`config.mk`:
```
export PLATFORM = sky130hd
export DESIGN_NAME = multicycle_controller
export DESIGN_NICKNAME = d
export VERILOG_FILES = /design/src/rtl/mc_ctrl_pkg.sv /design/src/rtl/mc_imm_sel.sv /design/src/rtl/multicycle_controller.sv
export SDC_FILE = /design/constraint.sdc
export NUM_CORES = 1
export LEC_CHECK = 0
export ABC_AREA = 0
export ABC_CLOCK_PERIOD_IN_PS = 2280
export CAP_MARGIN = 5
export CORE_UTILIZATION = 40
export CTS_CLUSTER_SIZE = 28
export DETAILED_ROUTE_END_ITERATION = 6
export PLACE_DENSITY_LB_ADDON = 0.2
export SYNTH_ARGS = -nofsm -noshare
export SYNTH_HDL_FRONTEND = slang
export SYNTH_SLANG_ARGS = --single-unit
```
`constraint.sdc`:
```
create_clock -name clk -period 2.28 [get_ports clk]
set_clock_uncertainty 0.15 [all_clocks]
set_input_delay 0.228 -clock clk [delete_from_list [all_inputs] [get_ports clk]]
set_output_delay 0.228 -clock clk [all_outputs]
set_load 0.02 [all_outputs]
```
`src/rtl/mc_ctrl_pkg.sv`:
```
// Shared definitions for the multicycle controller: FSM state encoding,
// RV32 major opcodes, and the datapath mux select encodings driven by the
// controller. No ports.
package mc_ctrl_pkg;

   typedef enum logic [3:0] {
      S_FETCH    = 4'd0,
      S_DECODE   = 4'd1,
      S_MEMADR   = 4'd2,
      S_MEMREAD  = 4'd3,
      S_MEMWB    = 4'd4,
      S_MEMWRITE = 4'd5,
      S_EXECR    = 4'd6,
      S_EXECI    = 4'd7,
      S_ALUWB    = 4'd8,
      S_BRANCH   = 4'd9,
      S_JAL      = 4'd10,
      S_LUI      = 4'd11,
      S_AUIPC    = 4'd12,
      S_ILLEGAL  = 4'd13
   } state_t;

   localparam logic [6:0] OP_LOAD   = 7'b0000011;
   localparam logic [6:0] OP_STORE  = 7'b0100011;
   localparam logic [6:0] OP_RTYPE  = 7'b0110011;
   localparam logic [6:0] OP_ITYPE  = 7'b0010011;
   localparam logic [6:0] OP_BRANCH = 7'b1100011;
   localparam logic [6:0] OP_JAL    = 7'b1101111;
   localparam logic [6:0] OP_LUI    = 7'b0110111;
   localparam logic [6:0] OP_AUIPC  = 7'b0010111;

   localparam logic [1:0] SRCA_PC    = 2'b00;
   localparam logic [1:0] SRCA_OLDPC = 2'b01;
   localparam logic [1:0] SRCA_RS1   = 2'b10;
   localparam logic [1:0] SRCA_ZERO  = 2'b11;

   localparam logic [1:0] SRCB_RS2   = 2'b00;
   localparam logic [1:0] SRCB_IMM   = 2'b01;
   localparam logic [1:0] SRCB_FOUR  = 2'b10;

   localparam logic [1:0] ALUOP_ADD   = 2'b00;
   localparam logic [1:0] ALUOP_SUB   = 2'b01;
   localparam logic [1:0] ALUOP_FUNCT = 2'b10;

   localparam logic [1:0] RES_ALUOUT  = 2'b00;
   localparam logic [1:0] RES_MEMDATA = 2'b01;
   localparam logic [1:0] RES_ALURES  = 2'b10;

   localparam logic [2:0] IMM_NONE = 3'b000;
   localparam logic [2:0] IMM_I    = 3'b001;
   localparam logic [2:0] IMM_S    = 3'b010;
   localparam logic [2:0] IMM_B    = 3'b011;
   localparam logic [2:0] IMM_U    = 3'b100;
   localparam logic [2:0] IMM_J    = 3'b101;

endpackage

```
`src/rtl/mc_imm_sel.sv`:
```
// Immediate format select, decoded combinationally from the opcode.
// Ports:
//   op       in  7  opcode from the instruction register
//   imm_src  out 3  immediate format (none/I/S/B/U/J); unknown opcodes give none
module mc_imm_sel
   import mc_ctrl_pkg::*;
(
   input  logic [6:0] op,
   output logic [2:0] imm_src
);

   always_comb begin
      imm_src = IMM_NONE;
      case (op)
         OP_LOAD, OP_ITYPE: imm_src = IMM_I;
         OP_STORE:          imm_src = IMM_S;
         OP_BRANCH:         imm_src = IMM_B;
         OP_LUI, OP_AUIPC:  imm_src = IMM_U;
         OP_JAL:            imm_src = IMM_J;
         default:           imm_src = IMM_NONE;
      endcase
   end

endmodule

```
`src/rtl/multicycle_controller.sv`:
```
// Control FSM for a multicycle RV32 datapath. Sequences fetch, decode,
// memory, ALU, branch and jump steps and drives the datapath mux selects
// and write enables. Unsupported opcodes park the FSM in ILLEGAL until reset.
//
// Optional build macro RETIRE_CNT_EN adds a 32-bit retired-instruction counter.
//
// Ports:
//   clk, rst_n          clock (rising edge), async active-low reset
//   op[6:0]             opcode from instruction register
//   zero                ALU zero flag (branch decision)
//   mem_ready           memory completes current request
//   mem_req, AdrSrc     memory request, address select (0=PC, 1=ALUOut)
//   IRWrite, PCWrite, RegWrite, MemWrite   write enables
//   ALUSrcA, ALUSrcB, ALUOp, ImmSrc, ResultSrc   datapath selects
//   illegal             sticky illegal-opcode flag
//   state[3:0]          current FSM state (debug)
//   retired_cnt[31:0]   retired instruction count (RETIRE_CNT_EN only)
//
// state    | meaning
// FETCH    | read instruction at PC, PC+4 computed; waits for mem_ready
// DECODE   | read regs, compute OldPC+imm (branch/jal target)
// MEMADR   | rs1+imm address for load/store
// MEMREAD  | load request; waits for mem_ready
// MEMWB    | write load data to rd
// MEMWRITE | store request; waits for mem_ready
// EXECR    | register-register ALU op
// EXECI    | register-immediate ALU op
// ALUWB    | write ALUOut to rd
// BRANCH   | compare rs1/rs2, take target when zero
// JAL      | PC <- target, compute OldPC+4 for link
// LUI      | 0+imm
// AUIPC    | OldPC+imm
// ILLEGAL  | unsupported opcode; terminal until reset
module multicycle_controller
   import mc_ctrl_pkg::*;
(
   input  logic        clk,
   input  logic        rst_n,
   input  logic [6:0]  op,
   input  logic        zero,
   input  logic        mem_ready,
   output logic        mem_req,
   output logic        AdrSrc,
   output logic        IRWrite,
   output logic        PCWrite,
   output logic        RegWrite,
   output logic        MemWrite,
   output logic [1:0]  ALUSrcA,
   output logic [1:0]  ALUSrcB,
   output logic [1:0]  ALUOp,
   output logic [2:0]  ImmSrc,
   output logic [1:0]  ResultSrc,
   output logic        illegal,
   output logic [3:0]  state
`ifdef RETIRE_CNT_EN
   ,
   output logic [31:0] retired_cnt
`endif
);

   state_t     state_q;
   logic       illegal_q;
   logic [2:0] imm_dec;
   logic       mem_req_i;
   logic       fetch_done;
   logic       pc_write_i;

   mc_imm_sel u_imm_sel (
      .op      (op),
      .imm_src (imm_dec)
   );

   always_ff @(posedge clk or negedge rst_n) begin
      if (!rst_n) begin
         state_q   <= S_FETCH;
         illegal_q <= 1'b0;
      end else begin
         case (state_q)
            S_FETCH:    if (mem_ready) state_q <= S_DECODE;
            S_DECODE: begin
               case (op)
                  OP_LOAD, OP_STORE: state_q <= S_MEMADR;
                  OP_RTYPE:          state_q <= S_EXECR;
                  OP_ITYPE:          state_q <= S_EXECI;
                  OP_BRANCH:         state_q <= S_BRANCH;
                  OP_JAL:            state_q <= S_JAL;
                  OP_LUI:            state_q <= S_LUI;
                  OP_AUIPC:          state_q <= S_AUIPC;
                  default: begin
                     state_q   <= S_ILLEGAL;
                     illegal_q <= 1'b1;
                  end
               endcase
            end
            S_MEMADR:   state_q <= (op == OP_LOAD) ? S_MEMREAD : S_MEMWRITE;
            S_MEMREAD:  if (mem_ready) state_q <= S_MEMWB;
            S_MEMWB:    state_q <= S_FETCH;
            S_MEMWRITE: if (mem_ready) state_q <= S_FETCH;
            S_EXECR,
            S_EXECI:    state_q <= S_ALUWB;
            S_ALUWB:    state_q <= S_FETCH;
            S_BRANCH:   state_q <= S_FETCH;
            S_JAL:      state_q <= S_ALUWB;
            S_LUI,
            S_AUIPC:    state_q <= S_ALUWB;
            S_ILLEGAL:  state_q <= S_ILLEGAL;
            default:    state_q <= S_FETCH;
         endcase
      end
   end

   always_comb begin
      mem_req_i  = 1'b0;
      fetch_done = 1'b0;
      pc_write_i = 1'b0;
      AdrSrc     = 1'b0;
      RegWrite   = 1'b0;
      MemWrite   = 1'b0;
      ALUSrcA    = SRCA_PC;
      ALUSrcB    = SRCB_RS2;
      ALUOp      = ALUOP_ADD;
      ResultSrc  = RES_ALUOUT;
      case (state_q)
         S_FETCH: begin
            mem_req_i  = 1'b1;
            ALUSrcB    = SRCB_FOUR;
            ResultSrc  = RES_ALURES;
            fetch_done = mem_ready;
         end
         S_DECODE: begin
            ALUSrcA = SRCA_OLDPC;
            ALUSrcB = SRCB_IMM;
         end
         S_MEMADR: begin
            ALUSrcA = SRCA_RS1;
            ALUSrcB = SRCB_IMM;
         end
         S_MEMREAD: begin
            mem_req_i = 1'b1;
            AdrSrc    = 1'b1;
         end
         S_MEMWB: begin
            ResultSrc = RES_MEMDATA;
            RegWrite  = 1'b1;
         end
         S_MEMWRITE: begin
            mem_req_i = 1'b1;
            AdrSrc    = 1'b1;
            MemWrite  = 1'b1;
         end
         S_EXECR: begin
            ALUSrcA = SRCA_RS1;
            ALUOp   = ALUOP_FUNCT;
         end
         S_EXECI: begin
            ALUSrcA = SRCA_RS1;
            ALUSrcB = SRCB_IMM;
            ALUOp   = ALUOP_FUNCT;
         end
         S_ALUWB:  RegWrite = 1'b1;
         S_BRANCH: begin
            ALUSrcA    = SRCA_RS1;
            ALUOp      = ALUOP_SUB;
            pc_write_i = zero;
         end
         S_JAL: begin
            ALUSrcA    = SRCA_OLDPC;
            ALUSrcB    = SRCB_FOUR;
            pc_write_i = 1'b1;
         end
         S_LUI: begin
            ALUSrcA = SRCA_ZERO;
            ALUSrcB = SRCB_IMM;
         end
         S_AUIPC: begin
            ALUSrcA = SRCA_OLDPC;
            ALUSrcB = SRCB_IMM;
         end
         default: ;
      endcase
   end

   // The request is gated by rst_n so that a reset arriving mid-transfer
   // drops mem_req immediately instead of leaving a FETCH request pending.
   assign mem_req = mem_req_i & rst_n;
   assign IRWrite = fetch_done & rst_n;
   assign PCWrite = (fetch_done | pc_write_i) & rst_n;
   assign ImmSrc  = (state_q == S_FETCH) ? IMM_NONE : imm_dec;
   assign illegal = illegal_q;
   assign state   = state_q;

`ifdef RETIRE_CNT_EN
   logic [31:0] retired_cnt_q;
   logic        retire;

   assign retire = (state_q == S_MEMWB) || (state_q == S_ALUWB) ||
                   (state_q == S_BRANCH) ||
                   ((state_q == S_MEMWRITE) && mem_ready);

   always_ff @(posedge clk or negedge rst_n) begin
      if (!rst_n)      retired_cnt_q <= 32'd0;
      else if (retire) retired_cnt_q <= retired_cnt_q + 32'd1;
   end

   assign retired_cnt = retired_cnt_q;
`endif

endmodule

```
==> results of run 1 <==
==> cell type report <==
type	instances	area, µm²
clock buffer	3	22.52
clock inverter	1	5.005
fill	121	369.1
inverter	4	15.01
multi-input combinational	83	540.5
sequential	5	127.6
tap	16	20.02
timing repair buffer	50	459.2
==> synth_stat cells, drive strengths merged, types with 3 or more instances <==
library cell / instances
inv: 4
nor4: 3
a21o: 3
nor2: 8
a21oi: 6
nand2: 6
nor2b: 3
nor3: 5
nand3: 4
a32oi: 3
clkbuf: 4
nand2b: 5
xor2: 3
buf: 4
dfrtp: 5
and3: 6
==> cell families after synthesis <==
logic type                Yosys count
buffers and inverters              12
AOI/OAI and AO/OA                  26
and+or+nand+nor                    52
DFF                                 5
muxes                               1
xor gates and xnor gates            4
==> where the power goes <==
group / switching, µW / internal (µW) / leakage (µW)
registers: 50.0 / 118 / 0.0000571
logic: 525 / 474 / 0.000555
clock network: 45.0 / 63.9 / 0.0000177
total: 620 / 656 / 0.000630
==> metal layers <==
layer	vias to the layer above	wire [µm]
met2	41	1170
met5	-	0
li1	462	-
met3	2	109
met1	431	922
met4	0	2
==> per-stage QoR <==
stage | setup TNS [ns] | util
3_3_place_gp | -0.03021 | 0.7287
4_1_cts | -0.03223 | 0.7512
5_1_grt | 0 | 0.7632
2_1_floorplan | 0 | -
3_5_place_dp | -0.05845 | 0.7287
6_report | 0 | 0.7632
==> path summary, 6_finish.rpt <==
path	startpoint	endpoint	slack (ns)
worst max-delay path	state[1]	AdrSrc	0.09
worst min-delay path	rst_n	illegal	0.19
worst max register to register	state[1]	state[2]	0.33
worst min register to register	illegal	illegal	0.32
max in group asynchronous	rst_n	state[3]	1.67
min in group clk	illegal	illegal	0.32
==> registers in the layout, indices dropped and copies added (netlist names) <==
register  flops
state         4
illegal       1
==> what timing repair did <==
action / CTS / global route
pin swaps: 0 / 0
gates resized for setup: 10 / 8
setup endpoints to repair: 9 / 7
==> implementation parameters, run 1 <==
Parameter                              Value

Logic synthesis
  Register area share after synthesis    0.1795
  Post-synthesis xor/xnor area fraction    0.05027
  Post-synthesis instance total    100
  Post-synth net total    111
  Largest family of logic cells by synthesized area    simple AND/OR/NAND/NOR gates
  Most frequently used flop master after synthesis    sky130_fd_sc_hd__dfrtp_1
  Synthesized-area fraction occupied by ao, oa, aoi and oai cells    0.2657
  Post-synthesis share of cell area spent on and, or, nand and nor gates    0.4165
  Avg Inst Size Synth    6.969 µm²
  Syn Std Cell Area    around 700 µm²
  Number of distinct standard cells referenced by the synthesized netlist    40
  Post-synth top area share    0.1795
  Yosys warns    0
  Proportion of register bits with asynchronous set or reset after synthesis    1.000
  Cell type with the largest total area after synthesis    sky130_fd_sc_hd__dfrtp_1
  Multiplexer share of the synthesized area    0.01436
  Yosys reg bits    5
  Synthesized-area fraction occupied by adder cells    0
  Count of flip-flops with a built-in enable after synthesis    0
  Leading cell types by total area after synthesis    sky130_fd_sc_hd__dfrtp_1 (18%), sky130_fd_sc_hd__and3_1 (5.4%), sky130_fd_sc_hd__nand2b_1 (4.5%)

Finish
  Final net count    158
  Total inserted antenna cells    0
  Design area    1190 µm²
  Leading cell type in the layout, fill and taps excluded    sky130_fd_sc_hd__clkdlybuf4s50_1
  Most frequent cells in the layout    sky130_fd_sc_hd__clkdlybuf4s50_1 (20), sky130_fd_sc_hd__buf_4 (18), sky130_fd_sc_hd__nor2_1 (8), sky130_fd_sc_hd__dlygate4sd2_1 (7)
  Post-route non-filler standard cell count    about 160
  Layout overhead on the synthesized area    70.74%
  Layout cells sized above 1    0.1986

Clock network
  Clock insertion delay at the later pin of the skew report    0.24 ns
  Number of buffers created by CTS    3
  Clock Tree Buf Depth    2
  Number of clock sinks seen by CTS    5
  CTS Root Buffer Type    sky130_fd_sc_hd__clkbuf_4
  Hold-fix buffers, CTS    0
  Buffers inserted by post-CTS timing repair    0
  Clock tree from TritonCTS    done
  Deepest level of the CTS H-tree    1
  Clock-pin slew on the worst setup and hold paths    0.05 ns

Setup path
  Critical-path maximum fanout    22
  Largest stage delay on the critical path    ~0.60 ns
  Cell at the slowest stage of the critical path    sky130_fd_sc_hd__clkdlybuf4s50_1
  Worst path top cell family by delay    buffers and inverters
  Worst Path Buf+Inv    2
  Required time reported for the critical path endpoint    1.90 ns
  Worst Setup End Kind    output pin
  Kind of start point of the critical path    flip-flop
  WP depth    4
  Series of cell instances along the critical path    buf_4 -> xor2_1 -> and3_1 -> clkdlybuf4s50_1
  Depth of the worst register-to-register path    4
  Startpoint-to-endpoint class of the critical path    reg -> out
  Data arrival time at the worst-slack endpoint    around 1.8 ns

Global route
  Wire length of the first global-routing pass    ~3600 µm
  Initial antenna violation count    0
  Met1 track demand over resource    0.2905
  Met2 global-route usage    0.4567
  Overflow left after global routing    0
  Overall Global Routing Usage    0.2468
  Maximum number of pins on one net before global-route repair    23
  Global-route met3 utilization    0.02917
  Global-route layer with the greatest usage    met2
  Via count of the first global-routing pass    ~870

Timing
  Final cycle utilization of the critical path    0.9607
  Unrepaired setup endpoints after global routing    false
  Worst setup margin    0.08963 ns
  Final hold violation count    0
  Finish-stage setup viols    0
  Max-slew headroom    0.7937
  Highest achievable clock rate    about 460 MHz
  Slew at the pin with the worst max-slew slack    between 0.3 and 0.4 ns
  Smallest hold slack    about 0.19 ns
  Final critical path time including I/O delays and setup    2.190 ns
  Final-report max-slew violation count    0

Pwr
  Pleak    between 0.0006 and 0.0007 µW
  Peak supply drop    between 0.0008 and 0.0009 V
  Tot Pwr    1277 µW
  Power per cell area    between 1000 and 1500 nW/µm²

Floorplan
  Die Y    around 44 µm
  Die Area    around 1900 µm²
  Effective utilization at floorplan    0.4470
  Core box area    ~1600 µm²
  Ports    33
  Chip width    around 44 µm
  Row Count    14

Place
  DP Wirelength    between 1500 and 2000 µm
  Cell count after placement    between 150 and 200
  Global placer's final weighted congestion    about 0.84
  Port Buffers    32
  Instance area at placement    around 1100 µm²
  Setup WS pre-CTS    -0.05845 ns

Worst hold path
  Worst hold path class    in -> async

Outcome
  Violated checks    DRC
  Run status    complete, but fails checks

Drt
  Detail-routed via count per cell    ~5.8
  Number of violations reported at the end of detailed-routing iteration 0    17
  Total iterations of the first detailed-routing run    7
  Residual antenna-violating net count after detailed routing    0
  Total routed wirelength    around 2200 µm
  Final routed DRC violation total    3
  Total number of vias    roughly 940
  Final routed wire length divided by cell count    13.60 µm

Job
  Maximum Capacitance Violations    0
Note: power is estimated with default switching activity, not from simulation.
==> inputs of run 2 (changes only) <==
--- a/config.mk
+++ b/config.mk
@@ -5,13 +5,14 @@
 export SDC_FILE = /design/constraint.sdc
 export NUM_CORES = 1
 export LEC_CHECK = 0
-export ABC_AREA = 0
+export ABC_AREA = 1
 export ABC_CLOCK_PERIOD_IN_PS = 2280
 export CAP_MARGIN = 5
-export CORE_UTILIZATION = 40
+export CORE_UTILIZATION = 39
 export CTS_CLUSTER_SIZE = 28
 export DETAILED_ROUTE_END_ITERATION = 6
 export PLACE_DENSITY_LB_ADDON = 0.2
+export SLEW_MARGIN = 0
 export SYNTH_ARGS = -nofsm -noshare
 export SYNTH_HDL_FRONTEND = slang
 export SYNTH_SLANG_ARGS = --single-unit
==> run 2 against run 1 <==
Against the previous run:
- the flow now finishes without violations
- synthesized cell count grew 22%
- die area decreased by 2.7%
- synthesized area down 5.2%
- clock power shrank 4%
- worst setup slack improved by 0.043 ns
- final area shrank 9.7%
- combinational power decreased by 23%
- sequential share of layout area increased by 1.0 points
- first-iteration DRC count up 5.9%
- routed wire length shrank 17%
- critical endpoint is now ALUSrcB[1]
- highest routed layer is now met3
==> implementation parameters, run 2 <==
Parameter                              Value

Global route
  Via count of the first global-routing pass    743 (was 871)
  Met2 global-route usage    0.3612 (was 0.4567)
  Global-route met3 utilization    0.02553 (was 0.02917)
  Initial antenna violation count    0 (unchanged)
  Overflow left after global routing    0 (unchanged)
  Met1 track demand over resource    0.2779 (was 0.2905)
  Global-route layer with the greatest usage    met2 (unchanged)
  Overall Global Routing Usage    0.2087 (was 0.2468)
  Maximum number of pins on one net before global-route repair    8 (was 23)
  Wire length of the first global-routing pass    3077 µm (was 3629 µm)

Timing
  Worst setup margin    0.1327 ns (was 0.08963 ns)
  Finish-stage setup viols    0 (unchanged)
  Smallest hold slack    0.2492 ns (was 0.1879 ns)
  Final-report max-slew violation count    0 (unchanged)
  Final critical path time including I/O delays and setup    2.147 ns (was 2.190 ns)
  Slew at the pin with the worst max-slew slack    0.2387 ns (was 0.3085 ns)
  Unrepaired setup endpoints after global routing    false (unchanged)
  Final hold violation count    0 (unchanged)
  Total negative slack    0 ns (unchanged)
  Highest achievable clock rate    465.7 MHz (was 456.5 MHz)
  Max-slew headroom    0.8409 (was 0.7937)
  Final cycle utilization of the critical path    0.9418 (was 0.9607)

Clock network
  Number of buffers created by CTS    3 (unchanged)
  Deepest level of the CTS H-tree    1 (unchanged)
  Hold-fix buffers, CTS    0 (unchanged)
  Clock insertion delay at the later pin of the skew report    0.24 ns (about the same)
  Clock tree from TritonCTS    done (unchanged)
  Number of clock sinks seen by CTS    5 (unchanged)
  Buffers inserted by post-CTS timing repair    0 (unchanged)
  Clock-pin slew on the worst setup and hold paths    0.05 ns (about the same)
  Clock Tree Buf Depth    2 (unchanged)
  CTS Root Buffer Type    sky130_fd_sc_hd__clkbuf_4 (unchanged)

Logic synthesis
  Yosys reg bits    5 (unchanged)
  Post-synth net total    133 (was 111)
  Post-synthesis instance total    122 (was 100)
  Yosys warns    0 (unchanged)
  Count of flip-flops with a built-in enable after synthesis    0 (unchanged)
  Register area share after synthesis    0.1894 (was 0.1795)
  Top cell types by occurrence after synthesis    sky130_fd_sc_hd__nand2_1 (32), sky130_fd_sc_hd__nor2_1 (21), sky130_fd_sc_hd__inv_1 (18) (was sky130_fd_sc_hd__nor2_1 (8), sky130_fd_sc_hd__a21oi_1 (6), sky130_fd_sc_hd__and3_1 (6), sky130_fd_sc_hd__nand2_1 (6))
  Number of distinct standard cells referenced by the synthesized netlist    19 (was 40)
  Syn Std Cell Area    660.6 µm² (was 696.9 µm²)
  Cell type with the largest total area after synthesis    sky130_fd_sc_hd__dfrtp_1 (unchanged)
  Library cell with the highest instance count after synthesis    sky130_fd_sc_hd__nand2_1 (was sky130_fd_sc_hd__nor2_1)
  Proportion of register bits with asynchronous set or reset after synthesis    1.000 (unchanged)
  Post-synth top area share    0.1894 (was 0.1795)
  Avg Inst Size Synth    5.415 µm² (was 6.969 µm²)
  Leading cell types by total area after synthesis    sky130_fd_sc_hd__dfrtp_1 (19%), sky130_fd_sc_hd__nand2_1 (18%), sky130_fd_sc_hd__nor2_1 (12%) (was sky130_fd_sc_hd__dfrtp_1 (18%), sky130_fd_sc_hd__and3_1 (5.4%), sky130_fd_sc_hd__nand2b_1 (4.5%))
  Most frequently used flop master after synthesis    sky130_fd_sc_hd__dfrtp_1 (unchanged)

Pwr
  Pleak    0.0006580 µW (was 0.0006299 µW)
  Power per cell area    958.2 nW/µm² (was 1073 nW/µm²)
  Switching power summed over all nets    537.2 µW (was 620.4 µW)
  Combinational Power Share    0.748 (was 0.783)
  Share of total power consumed by net switching    0.5216 (was 0.4860)
  Cell internal pwr    492.7 µW (was 656.3 µW)
  Peak supply drop    0.0006049 V (was 0.0008887 V)
  Clk pwr share    0.102 (was 0.085)
  Sequential share of power    0.150 (was 0.132)

Drt
  Total number of vias    881 (was 936)
  Total iterations of the first detailed-routing run    4 (was 7)
  Final routed wire length divided by cell count    10.26 µm (was 13.60 µm)
  Final routed DRC violation total    0 (was 3)
  Detail-routed via count per cell    4.949 (was 5.778)
  Residual antenna-violating net count after detailed routing    0 (unchanged)
  Number of violations reported at the end of detailed-routing iteration 0    18 (was 17)
  Total routed wirelength    1827 µm (was 2204 µm)

Finish
  Design area    1075 µm² (was 1190 µm²)
  Max FFs per register    4 (unchanged)
  Number of fillers in the final layout    140 (was 121)
  Layout overhead on the synthesized area    62.69% (was 70.74%)
  Register area    126.4 µm² (was 127.6 µm²)
  Total inserted antenna cells    0 (unchanged)
  Area of the multi-input gates    431.7 µm² (was 540.5 µm²)
  Leading cell type in the layout, fill and taps excluded    sky130_fd_sc_hd__nand2_1 (was sky130_fd_sc_hd__clkdlybuf4s50_1)
  Final net count    174 (was 158)
  Post-route non-filler standard cell count    178 (was 162)
  Most frequent cells in the layout    sky130_fd_sc_hd__nand2_1 (32), sky130_fd_sc_hd__clkdlybuf4s50_1 (23), sky130_fd_sc_hd__nor2_1 (21), sky130_fd_sc_hd__inv_1 (18), sky130_fd_sc_hd__inv_2 (11) (was sky130_fd_sc_hd__clkdlybuf4s50_1 (20), sky130_fd_sc_hd__buf_4 (18), sky130_fd_sc_hd__nor2_1 (8), sky130_fd_sc_hd__dlygate4sd2_1 (7))
  Layout cells sized above 1    0.2222 (was 0.1986)

Floorplan
  Core box area    1541 µm² (was 1559 µm²)
  Die Y    43.16 µm (was 43.74 µm)
  Ports    33 (unchanged)
  Effective utilization at floorplan    0.4286 (was 0.4470)
  Row Count    14 (unchanged)
  Die Area    1862 µm² (was 1913 µm²)
  Chip width    43.16 µm (was 43.74 µm)

Setup path
  Critical-path maximum fanout    4 (was 22)
  Startpoint-to-endpoint class of the critical path    reg -> out (unchanged)
  Kind of start point of the critical path    flip-flop (unchanged)
  Worst Setup End Kind    output pin (unchanged)
  Top cell by count, worst path    sky130_fd_sc_hd__inv_2
  Cell at the slowest stage of the critical path    sky130_fd_sc_hd__clkdlybuf4s50_1 (unchanged)
  Series of cell instances along the critical path    inv_2 -> nor2_2 -> inv_2 -> nor2_1 -> inv_1 -> nand2_1 -> clkdlybuf4s50_1 (was buf_4 -> xor2_1 -> and3_1 -> clkdlybuf4s50_1)
  Required time reported for the critical path endpoint    1.90 ns (about the same)
  Largest stage delay on the critical path    0.60 ns (about the same)
  Data arrival time at the worst-slack endpoint    1.77 ns (was 1.81 ns)

Place
  Global placer's final weighted congestion    0.8659 (was 0.8383)
  Cell count after placement    174 (was 158)
  Instance area at placement    1031 µm² (was 1136 µm²)
  Port Buffers    32 (unchanged)
  DP Wirelength    1524 µm (was 1619 µm)
  Setup WS pre-CTS    0.02284 ns (was -0.05845 ns)

Worst hold path
  Worst hold path class    in -> async (unchanged)

Job
  Maximum Capacitance Violations    0 (unchanged)

Outcome
  Run status    complete, no violations (was complete, but fails checks)
[run 2: cell types whose count changed after synthesis, sizes merged, moves of 3 or more]
cell	previous run	this run
and3	6	0
xor2	3	0
nand2	6	36
nor2b	3	0
a21o	3	0
clkbuf	4	0
nor3	5	2
a32oi	3	0
nand3	4	8
nor2	8	28
nand2b	5	0
inv	4	29
buf	4	0
[run 2: stage by stage]
stage,util,power (µW)
finish,0.6972,1030
global route,0.6972,1113
CTS,0.6867,1034
detailed placement,0.6688,946.0
global placement,0.6688,933.6
floorplan,-,623.2
[run 2: path summary, 6_finish.rpt]
check	from	to	slack [ns]	cells past startpoint
min in group clk	illegal	illegal	0.33	1
max in group asynchronous	rst_n	state[2]	1.61	2
min	rst_n	state[1]	0.25	2
max reg2reg	state[1]	state[2]	0.91	8
max	state[3]	ALUSrcB[1]	0.13	7
min reg2reg	illegal	illegal	0.33	1
[run 2: logic make-up (layout without fill, tap and decap cells)]
kind of cell | Yosys count | in the layout | share of synthesized area
simple gates | 76 | 76 | 0.5379
compound gates | 12 | 12 | 0.1080
flops | 5 | 5 | 0.1894
buf+inv | 29 | 69 | 0.1648
[run 2: power groups by stage]
stage | combinational (µW) | sequential (µW) | clock [µW]
final | 771 | 155 | 105
after global routing | 844 | 161 | 109
after CTS | 776 | 154 | 103
after detailed placement | 791 | 155 | 0
after global placement | 780 | 154 | 0
after floorplan | 443 | 180 | 0
[run 2: layout make-up]
class | count | area share
inverter | 29 | 0.1013
tap | 16 | 0.01863
timing repair buffer | 36 | 0.3364
sequential | 5 | 0.1176
clock buffer | 4 | 0.02445
multi-input combinational | 88 | 0.4016
[run 2: worst max-delay path, delay by kind of cell, from the launching register on]
family                 cells  cell delay (ns)
AND/OR/NAND/NOR            3             0.31
buffers and inverters      4             0.81
flip-flops                 1             0.41
[run 2: what timing repair did]
action	in CTS	in global routing
hold endpoints to repair	0	0
resized for setup	4	7
endpoints found under the setup margin	3	6
[run 2: layer usage]
metal	vias up	wire length (µm)
met5	-	0
met4	0	0
met3	0	112
met2	34	913
met1	398	801
li1	449	-
